File: src/rtl/cmp_pkg.sv
`default_nettype none
// ============================================================================
//  Package     : cmp_pkg
//  Description : Shared word width and FSM state encoding for the compare-based
//                bubble sorter and its magnitude comparator.
//  Revision    : 1.0 - initial release
// ============================================================================
package cmp_pkg;

   localparam int CMP_W = 4;

   typedef enum logic [1:0] {
      LOAD  = 2'd0,
      SORT  = 2'd1,
      DRAIN = 2'd2
   } sort_state_t;

endpackage : cmp_pkg
`default_nettype wire

File: src/rtl/bit4_comparator.sv
`default_nettype none
// ============================================================================
//  Module      : bit4_comparator
//  Description : Unsigned magnitude comparator for two CMP_W-bit words.
//                Exactly one of the three outputs is high at any time.
//  Ports       : i_a, i_b  - unsigned operands
//                o_gt      - i_a >  i_b
//                o_eq      - i_a == i_b
//                o_lt      - i_a <  i_b
//  Revision    : 1.0 - initial release
// ============================================================================
module bit4_comparator
   import cmp_pkg::*;
(
   input  logic [CMP_W-1:0] i_a,
   input  logic [CMP_W-1:0] i_b,
   output logic             o_gt,
   output logic             o_eq,
   output logic             o_lt
);

   assign o_gt = (i_a >  i_b);
   assign o_eq = (i_a == i_b);
   assign o_lt = (i_a <  i_b);

endmodule : bit4_comparator
`default_nettype wire

File: src/rtl/cmp_bubble_sorter.sv
`default_nettype none
// ============================================================================
//  Module      : cmp_bubble_sorter
//  Description : Accepts a block of N unsigned words over a valid/ready input,
//                bubble-sorts them in place with a single shared comparator
//                (one compare per clock, early exit on a swap-free pass), then
//                streams them out smallest first over a valid/ready output.
//  Ports       : clk, rst              - clock, async active-high reset
//                in_valid/in_ready     - input handshake, in_data word
//                out_valid/out_ready   - output handshake, out_data word
//                out_last              - marks the N-th (largest) output word
//                busy                  - high while sorting or draining
//                swap_count            - swaps performed in current/last block
//  Revision    : 1.0 - initial release
// ============================================================================
module cmp_bubble_sorter
   import cmp_pkg::*;
#(
   parameter  int N  = 4,
   localparam int IW = (N > 1) ? $clog2(N) : 1,
   localparam int CW = $clog2(N*(N-1)/2 + 1)
)(
   input  logic             clk,
   input  logic             rst,
   input  logic             in_valid,
   output logic             in_ready,
   input  logic [CMP_W-1:0] in_data,
   output logic             out_valid,
   input  logic             out_ready,
   output logic [CMP_W-1:0] out_data,
   output logic             out_last,
   output logic             busy,
   output logic [CW-1:0]    swap_count
);

   localparam logic [IW-1:0] c_LAST_IDX = IW'(N-1);
   localparam logic [IW-1:0] c_LAST_J   = IW'(N-2);

   // ------------------------------------------------------------------------
   // State
   // ------------------------------------------------------------------------
   sort_state_t      r_state,   w_state_nxt;
   logic [CMP_W-1:0] r_buf      [N];
   logic [CMP_W-1:0] w_buf_nxt  [N];
   logic [IW-1:0]    r_wr_idx,  w_wr_idx_nxt;
   logic [IW-1:0]    r_rd_idx,  w_rd_idx_nxt;
   logic [IW-1:0]    r_j,       w_j_nxt;
   logic [IW-1:0]    r_pass,    w_pass_nxt;
   logic             r_swapped, w_swapped_nxt;
   logic [CW-1:0]    r_swap_cnt, w_swap_cnt_nxt;

   // ------------------------------------------------------------------------
   // Shared comparator on the adjacent pair buf[j], buf[j+1]
   // ------------------------------------------------------------------------
   logic [IW-1:0]    w_j1;
   logic [CMP_W-1:0] w_cmp_a;
   logic [CMP_W-1:0] w_cmp_b;
   logic             w_gt;
   logic             w_eq;
   logic             w_lt;
   logic             w_do_swap;

   assign w_j1    = r_j + IW'(1);
   assign w_cmp_a = r_buf[r_j];
   assign w_cmp_b = r_buf[w_j1];

   bit4_comparator u_cmp (
      .i_a  (w_cmp_a),
      .i_b  (w_cmp_b),
      .o_gt (w_gt),
      .o_eq (w_eq),
      .o_lt (w_lt)
   );

   // Swap only on strictly-greater; ties stay put so the sort is stable.
   assign w_do_swap = w_gt & ~w_eq & ~w_lt;

   // ------------------------------------------------------------------------
   // Next-state and decoded outputs
   // ------------------------------------------------------------------------
   always_comb begin
      w_state_nxt    = r_state;
      w_buf_nxt      = r_buf;
      w_wr_idx_nxt   = r_wr_idx;
      w_rd_idx_nxt   = r_rd_idx;
      w_j_nxt        = r_j;
      w_pass_nxt     = r_pass;
      w_swapped_nxt  = r_swapped;
      w_swap_cnt_nxt = r_swap_cnt;
      in_ready       = 1'b0;
      out_valid      = 1'b0;
      busy           = 1'b0;

      case (r_state)
         LOAD: begin
            // Held low while reset is asserted; rises as soon as it releases.
            in_ready = ~rst;
            if (in_valid) begin
               w_buf_nxt[r_wr_idx] = in_data;
               if (r_wr_idx == '0) begin
                  w_swap_cnt_nxt = '0;
               end
               if (r_wr_idx == c_LAST_IDX) begin
                  w_state_nxt   = SORT;
                  w_wr_idx_nxt  = '0;
                  w_pass_nxt    = '0;
                  w_j_nxt       = '0;
                  w_swapped_nxt = 1'b0;
               end else begin
                  w_wr_idx_nxt = r_wr_idx + IW'(1);
               end
            end
         end

         SORT: begin
            busy = 1'b1;
            if (w_do_swap) begin
               w_buf_nxt[r_j]  = w_cmp_b;
               w_buf_nxt[w_j1] = w_cmp_a;
               w_swapped_nxt   = 1'b1;
               w_swap_cnt_nxt  = r_swap_cnt + CW'(1);
            end
            // Pass p ends at j = N-2-p. The swap made this cycle counts
            // towards the pass, hence the OR with w_do_swap.
            if (r_j == (c_LAST_J - r_pass)) begin
               if (!(r_swapped | w_do_swap) || (r_pass == c_LAST_J)) begin
                  w_state_nxt  = DRAIN;
                  w_rd_idx_nxt = '0;
               end else begin
                  w_pass_nxt    = r_pass + IW'(1);
                  w_j_nxt       = '0;
                  w_swapped_nxt = 1'b0;
               end
            end else begin
               w_j_nxt = r_j + IW'(1);
            end
         end

         DRAIN: begin
            busy      = 1'b1;
            out_valid = 1'b1;
            if (out_ready) begin
               if (r_rd_idx == c_LAST_IDX) begin
                  w_state_nxt  = LOAD;
                  w_rd_idx_nxt = '0;
               end else begin
                  w_rd_idx_nxt = r_rd_idx + IW'(1);
               end
            end
         end

         default: begin
            w_state_nxt = LOAD;
         end
      endcase
   end

   // ------------------------------------------------------------------------
   // State registers
   // ------------------------------------------------------------------------
   always_ff @(posedge clk or posedge rst) begin
      if (rst) begin
         r_state    <= LOAD;
         r_wr_idx   <= '0;
         r_rd_idx   <= '0;
         r_j        <= '0;
         r_pass     <= '0;
         r_swapped  <= 1'b0;
         r_swap_cnt <= '0;
         for (int i = 0; i < N; i++) begin
            r_buf[i] <= '0;
         end
      end else begin
         r_state    <= w_state_nxt;
         r_wr_idx   <= w_wr_idx_nxt;
         r_rd_idx   <= w_rd_idx_nxt;
         r_j        <= w_j_nxt;
         r_pass     <= w_pass_nxt;
         r_swapped  <= w_swapped_nxt;
         r_swap_cnt <= w_swap_cnt_nxt;
         for (int i = 0; i < N; i++) begin
            r_buf[i] <= w_buf_nxt[i];
         end
      end
   end

   // ------------------------------------------------------------------------
   // Registered output word. It is loaded from the next-cycle buffer and read
   // index so it is already valid on the first DRAIN cycle, including when
   // the final compare of SORT swapped the word being presented.
   // ------------------------------------------------------------------------
   always_ff @(posedge clk or posedge rst) begin
      if (rst) begin
         out_data <= '0;
         out_last <= 1'b0;
      end else if (w_state_nxt == DRAIN) begin
         out_data <= w_buf_nxt[w_rd_idx_nxt];
         out_last <= (w_rd_idx_nxt == c_LAST_IDX);
      end else begin
         out_data <= '0;
         out_last <= 1'b0;
      end
   end

   assign swap_count = r_swap_cnt;

endmodule : cmp_bubble_sorter
`default_nettype wire

File: config.mk
export PLATFORM = sky130hd
export DESIGN_NAME = cmp_bubble_sorter
export DESIGN_NICKNAME = d
export VERILOG_FILES = /design/src/rtl/cmp_pkg.sv /design/src/rtl/bit4_comparator.sv /design/src/rtl/cmp_bubble_sorter.sv
export SDC_FILE = /design/constraint.sdc
export NUM_CORES = 1
export LEC_CHECK = 0
export ABC_AREA = 1
export CORE_UTILIZATION = 65
export CTS_CLUSTER_SIZE = 30
export DETAILED_ROUTE_END_ITERATION = 10
export PLACE_DENSITY = 0.87
export SYNTH_ARGS = -nofsm -noshare
export SYNTH_HDL_FRONTEND = slang
export SYNTH_SLANG_ARGS = --single-unit
File: constraint.sdc
create_clock -name clk -period 7.25 [get_ports clk]
set_input_delay 2.175 -clock clk [delete_from_list [all_inputs] [get_ports clk]]
set_output_delay 2.175 -clock clk [all_outputs]
set_load 0.01 [all_outputs]
==> results.md, run 1 <==
- Global-route wire length before repair: 12,600 um
- Initial antenna violation count: 0
- Cell taking the most area after synthesis: dfrtp_1
- Final min period: between 5 and 6 ns
- Synth top area share: a little under a third
- WL/cell: between 15 and 20 um
- Worst Min Path Start: swap_count[2]$_DFFE_PP0P_
- Hold_buf cts: 0
- DRC: 0
- Worst min path class: reg -> reg
- WL met3: 632 um
- CP max stage delay: ~0.54 ns
- Worst Tran Pin Value: around 0.8 ns
- Total track usage: a little under two fifths
- Tcrit/Tclk final: between 70% and 80%
- FP Rows: 23
- Fmax: ~0.18 GHz
- Most frequent CP cell: clkdlybuf4s50_1
- Final instance area: 0.00320 mm^2
- Total gr overflow: 0
- Worst hold slack: around 0.47 ns
- Via count: between 2,000 and 3,000
- RD Place Congestion: 0.984
- DP HPWL: around 5900 um
- Max Clock Skew: approximately 0.006 ns
- Endpoint class of the critical path: output port
- Detailed Route Iter0 Violations: between 400 and 500
- Status: finished clean
- IO buf count: 18
- TritonCTS clock tree: built
- Post-Syn Area: 0.00290 mm^2
- Cells on Worst Hold Path: 1
- Synth Area per Inst: between 6 and 7 um^2
- Slew margin rel.: between 40% and 50%
- Final setup fails: 0
- Post-synthesis sequential area ratio: a little under a third
- DR WL met2: 3640 um
- Post-Synthesis Cells: roughly 430
- Clock Tree Root: clkbuf_8
- Largest net degree at the start of global routing: 36
- Vias in the first global route: 2,645
- Clk_lat worst skew: between 0.2 and 0.3 ns
- # nets final: between 400 and 500
- EDFF count, synth: 0
- Yosys reg bits: 35
- Area contributors post-synth: dfrtp_1, nand2_1, ha_1, nand3_1, inv_1
- Max-cap violations: 0
- IO Count: 19
- Crit-path cells: clkdlybuf4s50_1 > nor2_1 > clkdlybuf4s50_1
- Worst R2R Path Depth: 20
- M1 WL: roughly 3400 um
- Slowest-stage cell, CP: clkdlybuf4s50_1
- Die area: roughly 0.0047 mm^2
- TritonRoute pass-1 iters: 5
- Die W: about 69 um
- RSZ-0062 raised after global routing: no
- P&R area growth vs syn: 10.2%
- Final hold violations: 0
- Total CTS buffers: 5
- FF-to-FF Start: r_j[0]$_DFFE_PP0P_
- Share of layout cells above drive strength 1: between 6 and 7%
- Clock transition at the registers of the reported paths: around 0.070 ns
- Synth unique cells: 38
- Initial core utilization: 70.0%
- Diode count: 0
- Fin. max-slew vios: 0
- Top layer in use: met4
- Fraction of registers with async set/reset: 100%
- Post-CTS sizing: 0
- Max H-tree Level: 2
- Cell Area, Placed: 0.00309 mm^2
- CTS sink cnt: 35
- Final antenna-violating net count: 0
- CP Data Arrival Time: around 3.2 ns
- # Post-CTS Setup Buffers: 0
- Setup TNS Final: 0 ns
- CP Max Fanout: 2
- Hold Path End: swap_count[2]$_DFFE_PP0P_
- Mapped Nets: 457
- Req. time, crit path: 5.08 ns
- Ys Warns: 0
- Crit path launch type: input port
- R2R Path End: out_data[1]$_DFF_PP0_
- Finished Core Util: about 77%
- Total wire length: a little under 8000 um
- Std-Cell Core Area: about 0.0041 mm^2
- Ys flop type: dfrtp_1
- Reg2Reg Setup Slack: approximately 3 ns
- Clock Tree Buf Depth: 2
- Die height: between 60 and 70 um
- Vias per cell: 6.02
- CP Class: in -> out
final cells by class:
type                            instances  area [um^2]
Multi-Input combinational cell        320         1730
Clock inverter                          1         7.51
Fill cell                             328          947
Timing Repair Buffer                   19          188
Sequential cell                        35          876
Inverter                               63          239
Tap cell                               50         62.6
Clock buffer                            7         96.3
cell usage in the layout (no fill, tap or decap), types with 2 or more instances in the layout:
cell | netlist | final
nand2_1 | 119 | 119
inv_1 | 61 | 61
nand3_1 | 49 | 49
dfrtp_1 | 35 | 35
nor2_1 | 28 | 28
o21ai_0 | 27 | 27
ha_1 | 23 | 23
a21oi_1 | 22 | 22
clkdlybuf4s50_1 | 0 | 18
o211ai_1 | 10 | 10
o21ai_1 | 8 | 8
clkbuf_8 | 0 | 7
nand2_2 | 4 | 4
o22ai_1 | 3 | 3
nand2_4 | 3 | 3
nor3_1 | 2 | 2
nand4_1 | 2 | 2
a21oi_2 | 2 | 2
nand3_2 | 2 | 2
nor2_2 | 2 | 2
through the flow:
step                worst slack [ns]  cells
finish                          1.84    495
global route                    1.78    495
CTS                             1.83    495
detailed placement              1.83    487
global placement                1.84    487
floorplan                       2.73    426
cells in the mapped netlist (all sizes together) (2+ instances only):
master / count
o21ai: 36
o211ai: 10
nor2: 30
nor3: 2
o22ai: 3
nand3: 51
nand2: 126
dfrtp: 35
nand4: 2
inv: 63
buf: 7
ha: 23
a21oi: 25
cells by family (layout without fill, tap and decap cells):
| logic type | Yosys count | after routing | synth area share, % |
|---|---|---|---|
| buffers and inverters | 71 | 90 | 10.3 |
| AOI/OAI and AO/OA | 82 | 82 | 17.2 |
| adders and majority gates | 23 | 23 | 9.92 |
| DFF | 35 | 35 | 30.2 |
| xor gates and xnor gates | 1 | 1 | 0.302 |
| and+or+nand+nor | 214 | 214 | 32.2 |
flip-flops by register name, indices dropped and copies added, names as in the netlist:
signal / flops
r_wr_idx: 2
r_rd_idx: 2
r_j: 2
r_pass: 2
out_data: 4
swap_count: 3
out_last: 1
r_buf: 16
r_state: 2
r_swapped: 1
worst max path at each step:
stage / startpoint / to
2_1_floorplan: rst / in_ready
3_3_place_gp: rst / in_ready
5_1_grt: rst / in_ready
6_report: rst / in_ready
3_5_place_dp: rst / in_ready
4_1_cts: rst / in_ready
metal layers:
metal  up-vias  track usage [%]
li1       1428                -
met1      1364             49.2
met2       164             59.9
met3        26             6.41
met4         0             13.8
met5         -                0
critical path: cells and delay by family:
family,cells,cell delay [ns]
buf+inv,2,0.96
simple gates,1,0.10
Power of run 1 is not shown: default switching activity piles up to over one toggle a cycle in this logic, so the estimate is an artifact.
==> inputs of run 2 (changes only) <==
--- a/config.mk
+++ b/config.mk
@@ -6,10 +6,10 @@
 export NUM_CORES = 1
 export LEC_CHECK = 0
 export ABC_AREA = 1
-export CORE_UTILIZATION = 65
+export CORE_UTILIZATION = 54
 export CTS_CLUSTER_SIZE = 30
 export DETAILED_ROUTE_END_ITERATION = 10
-export PLACE_DENSITY = 0.87
+export PLACE_DENSITY = 0.77
 export SYNTH_ARGS = -nofsm -noshare
 export SYNTH_HDL_FRONTEND = slang
 export SYNTH_SLANG_ARGS = --single-unit
==> constraint.sdc (replaced) <==
create_clock -name clk -period 4.45 [get_ports clk]
set_input_delay 1.335 -clock clk [delete_from_list [all_inputs] [get_ports clk]]
set_output_delay 1.335 -clock clk [all_outputs]
set_load 0.01 [all_outputs]
==> run 2 against run 1 <==
  * Die area grew 20%
  * Final cell count grew 4.4%
  * Design area grew 2.3%
  * First-iteration DRC count shrank 23%
  * Clock skew shrank 0.0025 ns
  * Flip-flop and latch count is the same
  * Core utilization shrank 14 points
  * Clock-buffer cell count shrank 2
  * Global-route usage shrank 5.7 points
  * Wire length grew 1.1%
  * Critical path depth is the same
  * Non-clock buffer count grew 2
==> results.md, run 2 (synthesis gave the netlist of run 1 again) <==
- Status: finished clean
- Initial core utilization: 56.5% (-14 points)
- Most common cell after layout, fill and taps aside: nand2_1
- Clock transition at the registers of the reported paths: 0.07 ns (about the same)
- WL/cell: 15.5 um (-3.2%)
- Worst Tran Pin Value: 0.907 ns (+0.120 ns)
- Final hold violations: 0 (unchanged)
- FP Rows: 26 (+13%)
- Fin. max-slew vios: 0 (unchanged)
- # Post-CTS Setup Buffers: 0 (unchanged)
- Vias per cell: 5.63 (-6.6%)
- Clock Tree Root: clkbuf_8
- # fillers: 512 (+56%)
- TritonRoute pass-1 iters: 5 (unchanged)
- RSZ-0062 raised after global routing: no
- CP Max Fanout: 2 (unchanged)
- DRC: 0 (unchanged)
- Clk_lat worst skew: 0.29 ns (about the same)
- Max H-tree Level: 2 (unchanged)
- CP Class: in -> out
- Final min period: around 3.7 ns
- Share of layout cells above drive strength 1: 6.49% (+0.42 points)
- P&R area growth vs syn: 12.7%
- Die height: 75.3 um (+9.4%)
- TritonCTS clock tree: built
- Endpoint class of the critical path: output port
- DP HPWL: 6160 um (+3.8%)
- Total track usage: 31.3% (-5.7 points)
- CP Data Arrival Time: 2.41 ns (-0.83 ns)
- Final antenna-violating net count: 0 (unchanged)
- Clock Tree Buf Depth: 2 (unchanged)
- Fmax: between 0.2 and 0.3 GHz
- Setup WS pre-CTS: 0.693 ns (-1.14 ns)
- Reg with most FFs: r_buf
- Setup ws final: 0.703 ns (-1.13 ns)
- Max-cap violations: 0 (unchanged)
- Initial antenna violation count: 0 (unchanged)
- Slew margin rel.: 39.5% (-8.1 points)
- Tcrit/Tclk final: 84.2%
- Hold_buf cts: 0 (unchanged)
- Die area: 0.00567 mm^2 (+20%)
- Largest net degree at the start of global routing: 26 (-28%)
- IO Count: 19 (unchanged)
- Max Clock Skew: 0.00344 ns (-0.00251 ns)
- CTS sink cnt: 35 (unchanged)
- Setup TNS Final: 0 ns (unchanged)
- Std-Cell Core Area: 0.00514 mm^2 (+24%)
- Req. time, crit path: 3.12 ns (-1.96 ns)
- Final setup fails: 0 (unchanged)
- Vias in the first global route: 2,702 (+2.2%)
- Global-route wire length before repair: 13,000 um (+3.0%)
- Die W: 75.3 um (+9.4%)
- Post-CTS sizing: 0 (unchanged)
- Max reg flops: 16 (unchanged)
- Worst min path class: reg -> reg
- Via count: 2,909 (-2.4%)
- Total CTS buffers: 5 (unchanged)
- RD Place Congestion: 0.997 (+1.3%)
- Diode count: 0 (unchanged)
- IO buf count: 18 (unchanged)
- # nets final: 477 (+0.42%)
- Crit path launch type: input port
- Total gr overflow: 0 (unchanged)
- Commonest cells after routing, fill and taps aside: nand2_1, inv_1, nand3_1
- Total wire length: 8000 um (+1.1%)
- Detailed Route Iter0 Violations: 329 (-23%)
==> run 2: changes by cell type in the layout (fill, tap and decap cells not counted), sizes merged <==
cell / before / now
buf: 1 / 3
bufinv: 0 / 2
clkbuf: 7 / 5
==> run 2: critical path, stage by stage <==
cell	delay, ns
clkdlybuf4s50_1	0.43
nor2_1	0.11
clkdlybuf4s50_1	0.54
==> run 2: stage by stage <==
step	util (%)	area, um^2	std cells	hold WS, ns
final	63.6	3270	517	0.483
after global routing	63.6	3270	517	0.532
after CTS	63.6	3270	517	0.488
after detailed placement	61.0	3130	509	0.470
after global placement	61.0	3130	509	0.456
after floorplan	-	2900	426	0.447
==> run 2: layout make-up <==
class                      instances  area (um^2)  share of cell area [%]
clock inverter                     3         67.6                    2.07
multi-input combinational        320         1730                    52.9
inverter                          63          239                    7.31
tap                               70         87.6                    2.68
timing repair buffer              21          203                    6.20
sequential                        35          876                    26.8
clock buffer                       5         68.8                    2.10
==> run 2: final timing paths <==
path	to	slack [ns]	cells after the start	start
worst max register to register	out_data[1]$_DFF_PP0_	0.79	19	r_j[1]$_DFFE_PP0P_
worst max-delay path	in_ready	0.70	3	rst
worst min register to register	r_swapped$_DFFE_PP0P_	0.48	2	r_swapped$_DFFE_PP0P_
max in group asynchronous	r_buf[4]$_DFF_PP0_	2.16	3	rst
min in group asynchronous	swap_count[0]$_DFFE_PP0P_	1.59	2	rst
worst min-delay path	r_swapped$_DFFE_PP0P_	0.48	2	r_swapped$_DFFE_PP0P_
==> run 2: routing by layer <==
layer / wire [um] / track usage (%) / vias up
met4: 301 / 15.6 / 0
met2: 3660 / 48.4 / 119
li1: - / - / 1435
met1: 3500 / 41.7 / 1327
met5: 0 / 0 / -
met3: 538 / 6.75 / 28
Power of run 2 is left out for the same reason.
